[src/rtl/banked_regfile.sv]
`default_nettype none
// ============================================================================
// Module   : banked_regfile
// Brief    : Multi-bank register file with two combinational read ports,
//            one synchronous write port and a bank-to-bank copy engine.
//            The core uses the copy engine for context save/restore.
// Revision : 1.0 - initial release
// ============================================================================
module banked_regfile #(
    parameter int DATA_W = 8,
    parameter int ADDR_W = 2,
    parameter int BANKS  = 2,
    localparam int BANK_W = (BANKS > 2) ? $clog2(BANKS) : 1
) (
    input  logic              clock,
    input  logic              reset,
    input  logic [BANK_W-1:0] bank_sel,
    input  logic [ADDR_W-1:0] rd_addr,
    input  logic [ADDR_W-1:0] rs_addr,
    input  logic [DATA_W-1:0] w_data,
    input  logic              w_en,
    output logic [DATA_W-1:0] rd_data,
    output logic [DATA_W-1:0] rs_data,
    input  logic              copy_start,
    input  logic [BANK_W-1:0] copy_src,
    input  logic [BANK_W-1:0] copy_dst,
    output logic              busy,
    output logic              copy_done
);

    localparam int c_depth = 2 ** ADDR_W;

    // Bank count widened by one bit so a plain compare flags out-of-range
    // bank numbers when BANKS is not a power of two.
    localparam logic [BANK_W:0] c_banks = (BANK_W + 1)'(BANKS);

    // Copy engine states
    localparam logic [1:0] c_st_idle = 2'd0;
    localparam logic [1:0] c_st_copy = 2'd1;
    localparam logic [1:0] c_st_done = 2'd2;

    logic [DATA_W-1:0] r_mem [BANKS][c_depth];

    logic [1:0]        r_state;
    logic [1:0]        w_state_nxt;
    logic [BANK_W-1:0] r_src;
    logic [BANK_W-1:0] r_dst;
    logic [ADDR_W-1:0] r_idx;

    logic w_sel_ok;
    logic w_src_ok;
    logic w_dst_ok;
    logic w_accept;
    logic w_copying;
    logic w_port_wr;

    assign w_sel_ok  = ({1'b0, bank_sel} < c_banks);
    assign w_src_ok  = ({1'b0, copy_src} < c_banks);
    assign w_dst_ok  = ({1'b0, copy_dst} < c_banks);

    // A request is only taken in IDLE and only for two valid banks; it is
    // never queued.
    assign w_accept  = (r_state == c_st_idle) && copy_start && w_src_ok && w_dst_ok;
    assign w_copying = (r_state == c_st_copy);

    // Port writes into the bank being filled are dropped so the copy result
    // is the only thing that lands in the destination.
    assign w_port_wr = w_en && w_sel_ok && !(w_copying && (bank_sel == r_dst));

    assign busy      = w_copying;
    assign copy_done = (r_state == c_st_done);

    // Zero-latency reads of the selected bank; no bypass of a pending write.
    assign rd_data = w_sel_ok ? r_mem[bank_sel][rd_addr] : '0;
    assign rs_data = w_sel_ok ? r_mem[bank_sel][rs_addr] : '0;

    // Copy engine state register
    always_ff @(posedge clock) begin
        if (reset) begin
            r_state <= c_st_idle;
        end else begin
            r_state <= w_state_nxt;
        end
    end

    // Copy engine next-state: DEPTH copy cycles, then a single DONE cycle
    always_comb begin
        w_state_nxt = r_state;
        case (r_state)
            c_st_idle: begin
                if (w_accept) begin
                    w_state_nxt = c_st_copy;
                end
            end
            c_st_copy: begin
                if (&r_idx) begin
                    w_state_nxt = c_st_done;
                end
            end
            c_st_done: begin
                w_state_nxt = c_st_idle;
            end
            default: begin
                w_state_nxt = c_st_idle;
            end
        endcase
    end

    // Latch the copy endpoints on acceptance and walk the register index
    always_ff @(posedge clock) begin
        if (reset) begin
            r_src <= '0;
            r_dst <= '0;
            r_idx <= '0;
        end else if (w_accept) begin
            r_src <= copy_src;
            r_dst <= copy_dst;
            r_idx <= '0;
        end else if (w_copying) begin
            r_idx <= r_idx + 1'b1;
        end
    end

    // Register storage: port write plus one copied register per cycle. The
    // copy samples the source before this edge, so a same-cycle port write
    // to src[idx] is not seen by the copy but later source writes are.
    always_ff @(posedge clock) begin
        if (reset) begin
            for (int b = 0; b < BANKS; b++) begin
                for (int a = 0; a < c_depth; a++) begin
                    r_mem[b][a] <= '0;
                end
            end
        end else begin
            if (w_port_wr) begin
                r_mem[bank_sel][rd_addr] <= w_data;
            end
            if (w_copying) begin
                r_mem[r_dst][r_idx] <= r_mem[r_src][r_idx];
            end
        end
    end

endmodule
`default_nettype wire

[config.mk]
export PLATFORM = sky130hd
export DESIGN_NAME = banked_regfile
export DESIGN_NICKNAME = d
export VERILOG_FILES = /design/src/rtl/banked_regfile.sv
export SDC_FILE = /design/constraint.sdc
export NUM_CORES = 1
export LEC_CHECK = 0
export CORE_MARGIN = 2
export CORE_UTILIZATION = 60
export CTS_CLUSTER_SIZE = 12
export DETAILED_ROUTE_END_ITERATION = 12
export MAX_ROUTING_LAYER = met4
export PLACE_DENSITY = 0.82
export SKIP_LAST_GASP = 1
export SLEW_MARGIN = 20
export SYNTH_ARGS = -nofsm -noshare
export SYNTH_HDL_FRONTEND = slang
export SYNTH_SLANG_ARGS = --single-unit
[constraint.sdc]
create_clock -name clock -period 5 [get_ports clock]
set_clock_uncertainty 0.2 [all_clocks]
set_input_delay 1.5 -clock clock [delete_from_list [all_inputs] [get_ports clock]]
set_output_delay 1.5 -clock clock [all_outputs]
set_load 0.1 [all_outputs]
==> Yosys cells after proc, flatten, opt, wreduce, memory -nomap -nowiden <==
Memories as Yosys holds them, arrays and structs flattened. A register that Yosys moved wholly into a read port is not among the register bits.
Index checks and enable logic that the tools add are counted.
{ "word_totals": {"register_bits": 6, "mem_bits_rw": 64, "input_bits": 19, "output_inout_bits": 18, "wordCells": 63, "memories": 1} }
{ "mem_list": {"columns": ["memory", "words", "word_bits", "rd", "rd_ports_with_merged_regs", "write_ports", "line_no", "source"], "rows": [
  ["r_mem", 2, 32, 2, 1, 2, "42", "logic [DATA_W-1:0] r_mem [BANKS][c_depth];"]
]} }
{ "classes": {"n_addsub": 1, "n_lt_le_gt_ge": 5, "eq_ne": 5, "mux": 32, "bitwise": 3, "n_reduce_logical": 12} }
{ "ops": {"columns": ["operator", "n"], "rows": [
  ["2-to-1 mux 32 bit", 6],
  ["2-to-1 mux 8 bit", 8],
  ["OR reduction 32 bit", 2],
  ["binary-select mux 8 bit (select 2 bit)", 3],
  ["demux 8 bit (select 2 bit)", 2],
  ["2-to-1 mux 1 bit", 10],
  ["greater-or-equal comparator 3 bit (second input constant)", 3],
  ["NOT 2 -> 3 bit", 3],
  ["< comparator 3 x 1 -> 1 bit (second input constant)", 2],
  ["logical AND 1 bit", 5],
  ["2-to-1 mux 2 bit", 2],
  ["case mux 2 bit (2 select lines)", 1],
  ["AND reduction 2 bit", 2],
  ["adder 2 x 1 -> 2 bit (second input constant)", 1],
  ["equality test 2 x 1 -> 1 bit (second input constant)", 1],
  ["equality test 2 bit (second input constant)", 1],
  ["logical NOT 2 bit", 1],
  ["!= test 2 x 1 -> 1 bit (second input constant)", 1],
  ["!= test 2 bit (second input constant)", 1],
  ["OR reduction 2 bit", 1],
  ["equality test 1 bit", 1],
  ["logical NOT 1 bit", 1]
]} }

==> Depth between registers and ports, before layout <==
{ "depth": {"depth_word": 9, "ltp_mapped": 8} }

==> Least setup slack after synthesis <==
OpenSTA, ideal clock, no wires.
{ "synth_timing": {"path_kind": "input -> output", "from": "in bank_sel", "to": "out rd_data[7]", "t_arrival_ns": 2.981, "required_time_ns": 3.300, "path_slack_ns": 0.319, "cell_stages": 4, "n_path_buf": 2, "cell_sequence": "buf_4 -> buf_2 -> mux2_2 -> mux4_2"} }
{ "synth_via": {"elab_chain_cells": 4} }
{ "synth_lines": {"columns": ["item", "line_no", "source"], "rows": [
  ["start: declaration", "17", "input logic [BANK_W-1:0] bank_sel,"],
  ["memory read (2 x 32 bit)", null, null],
  ["binary-select mux 8 bit (select 2 bit)", "74", "assign rd_data = w_sel_ok ? r_mem[bank_sel][rd_addr] : '0;"],
  ["2-to-1 mux 8 bit (not written as such) (2 in a row)", "74", null],
  ["end: declaration", "22", "output logic [DATA_W-1:0] rd_data,"]
]} }
No other way between the ends. The select of a mux whose other input is x is not followed.

==> Worst setup path in the final report <==
{ "layout_timing": {"from": "in rd_addr[0]", "to": "out rd_data[5]"} }
{ "layout_via": {"elab_chain_cells": 4} }
{ "layout_lines": {"columns": ["item", "line_no", "source"], "rows": [
  ["start: declaration", "18", "input logic [ADDR_W-1:0] rd_addr,"],
  ["NOT 2 -> 3 bit (not written as such)", "74", null],
  ["binary-select mux 8 bit (select 2 bit)", "74", null],
  ["2-to-1 mux 8 bit (not written as such) (2 in a row)", "74", null]
]} }
No other way between the ends. The select of a mux whose other input is x is not followed.

==> flow_metrics.env <==
export IMPL_outcome="complete, no violations"
export IMPL_ioPinCount=37
export IMPL_clk_insertion_delay_late_ps=350
export IMPL_fin_crit_ps=4690
export IMPL_cellPowerDensity_mw_per_mm2=307
export IMPL_clkSinkCount=71
export IMPL_fin_crit_sh_pct=93.7
export IMPL_clock_path_buffers=2
export IMPL_overflow=0
export IMPL_synthDistinctLibCells=42
export IMPL_p_int_uw=1140
export IMPL_min_from="r_src"
export IMPL_p_leak_uw=0.00201
export IMPL_rows=31
export IMPL_clk_pin_slew_ps=70
export IMPL_holdBufCountCts=0
export IMPL_hold_violations=0
export IMPL_first_pass_iters=5
export IMPL_ys_seq_area_share_pct=45.6
export IMPL_ant_nets=0
export IMPL_yosysWarnings=0
export IMPL_crit_type="input port to output port"
export IMPL_slew_violations=0
export IMPL_p_total_uw=1650
export IMPL_arrival_ps=2990
export IMPL_wl_met1_mm=4.41
export IMPL_dp_cells=425
export IMPL_htreeDepth=3
export IMPL_vias=3199
export IMPL_final_cells=441
export IMPL_dieArea_mm2=0.00824
export IMPL_core_mm2=0.00729
export IMPL_initial_core_util_pct=62.0
export IMPL_ys_ff_latch=71
export IMPL_cp_required_ps=3300
export IMPL_clock_fmax_ghz=0.213
export IMPL_final_common_cell="edfxtp_1"
export IMPL_hold_class="flop to flop"
export IMPL_grt_pass1_vias=3229
export IMPL_grt_max_degree=25
export IMPL_cts_buffers=9
export IMPL_p_comb_share_pct=27.2
export IMPL_area_growth_syn_to_layout_pct=19.1
export IMPL_mostFrequentLayoutCells="edfxtp_1, o22ai_1, mux2_2, mux2i_1, mux4_2"
export IMPL_grt_util_all_layers_pct=31.3
export IMPL_nets=360
export IMPL_grt_pass1_wl_mm=18.5
export IMPL_crit_fanout=9
export IMPL_ir_drop_uv=211
export IMPL_crit_path_end_kind="output port"
export IMPL_netlist_area_mm2=0.00452
export IMPL_die_w_um=90.8
export IMPL_top_layer_used="met4"
export IMPL_antenna_found_initial=0
export IMPL_yosys_top_cells_area="edfxtp_1, mux4_2, mux2_2"
export IMPL_syn_inst=296
export IMPL_swShare_pct=30.9
export IMPL_netlist_area_leader_share_pct=42.5
export IMPL_max_slew_worst_pin_slew_ps=975
export IMPL_synth_top_area_cell="edfxtp_1"
export IMPL_place_congestion=0.893
export IMPL_dr_wl_met2_mm=5.57
export IMPL_slew_headroom_pct=34.8
export IMPL_p_clk_share_pct=30.2
export IMPL_syn_nets=319
export IMPL_drt_iter0_drc=460
export IMPL_fp_dieH_um=90.8
export IMPL_root_buffer="clkbuf_8"
export IMPL_numPortBuffers=36
export IMPL_cts_resized=0
export IMPL_dr_wl_met3_mm=1.35
export IMPL_rsz0062_at_grt="no"
export IMPL_cp_startpoint="rd_addr[0]"
export IMPL_maxCapViolCount=0
export IMPL_power_frac_seq_pct=42.6
export IMPL_power_switching_uw=511
export IMPL_cp_start_kind="input port"
export IMPL_wl_per_cell_um=26.6
export IMPL_dp_hpwl_mm=7.49
export IMPL_drc_errors=0
export IMPL_drive_gt1_share_pct=40.1
export IMPL_setup_viol_count_final=0
export IMPL_nFillCells=479
export IMPL_cts_tree="done"
export IMPL_fin_tns_setup_ps=0
export IMPL_vias_per_cell=7.25
export IMPL_r2r_slack_ps=2180
export IMPL_worstReg2RegStart="r_idx[0]"
export IMPL_syn_avg_cell_area_um2=15.3
export IMPL_post_cts_buffers=0
export IMPL_wirelength_mm=11.7
export IMPL_antenna_cells=0
## synthesized netlist by cell type (all sizes together)
| library cell | instances |
|---|---|
| nor3 | 2 |
| o31ai | 1 |
| a221o | 2 |
| clkbuf | 6 |
| o22ai | 40 |
| dfxtp | 7 |
| nand3 | 3 |
| or3 | 2 |
| nand3b | 6 |
| nor2b | 4 |
| mux4 | 32 |
| o211ai | 9 |
| nor2 | 5 |
| a31o | 1 |
| or3b | 1 |
| edfxtp | 64 |
| nand2 | 6 |
| nor3b | 3 |
| buf | 15 |
| nor4bb | 1 |
| nand2b | 1 |
| xor2 | 1 |
| a22oi | 1 |
| inv | 6 |
| mux2 | 32 |
| mux2i | 36 |
| a21o | 1 |
| ha | 4 |
| o21bai | 1 |
| nand4 | 1 |
| nor4b | 1 |
| o311a | 1 |
## cell type report
type | instances | area, um2 | area share (%)
clock buffers | 9 | 124 | 2.30
clock inverters | 7 | 87.6 | 1.63
inverters | 6 | 22.5 | 0.419
multi-input cells | 198 | 2310 | 42.9
flip-flops and latches | 71 | 2060 | 38.3
well taps | 99 | 124 | 2.30
repair buffers | 51 | 651 | 12.1
## kinds of logic (layout without fill, tap and decap cells)
| logic type | after synthesis | in the layout | share of synthesized area [%] |
|---|---|---|---|
| compound gates | 57 | 57 | 9.44 |
| mux | 100 | 100 | 34.5 |
| fa+ha+maj | 4 | 4 | 1.11 |
| xor+xnor | 1 | 1 | 0.609 |
| simple gates | 36 | 36 | 5.43 |
| buf+inv | 27 | 73 | 3.27 |
| flops | 71 | 71 | 45.6 |
## through the flow
step	instance area, um2	hold WS (ps)	setup slack (ps)	util (%)
after CTS	5380	326	293	73.8
final	5380	331	313	73.8
after detailed placement	5170	304	300	70.9
after global routing	5380	364	255	73.8
after global placement	5170	284	325	70.9
after floorplan	4520	263	319	-
## metal layers
layer,GRT usage [%],vias up
met2,47.5,258
met1,40.8,1566
met5,-,-
met4,12.0,0
li1,-,1336
met3,8.35,39
## worst max-delay path, stage by stage
cell and delay (ps):
clkdlybuf4s50_1 460, buf_4 260, mux4_2 570, buf_12 190
## worst paths after layout
| check | end | cells past startpoint |
|---|---|---|
| setup / recovery | rd_data[5] | 4 |
| setup reg to reg | r_mem[0][26] | 5 |
| hold / removal | flop | 2 |
| hold reg to reg | flop | 2 |
## sequential cells by signal, indices dropped and copies added, names as in the netlist, named ones only
name     flops
r_dst        1
r_idx        2
r_mem       64
r_src        1
r_state      2
## power by group through the flow
stage | sequential, uW | clock (uW) | combinational (uW)
after floorplan | 705 | 0 | 314
after global placement | 713 | 0 | 439
after detailed placement | 717 | 0 | 445
after CTS | 703 | 498 | 448
after global routing | 707 | 524 | 466
final | 703 | 498 | 450
(Power assumes the default switching activity.)
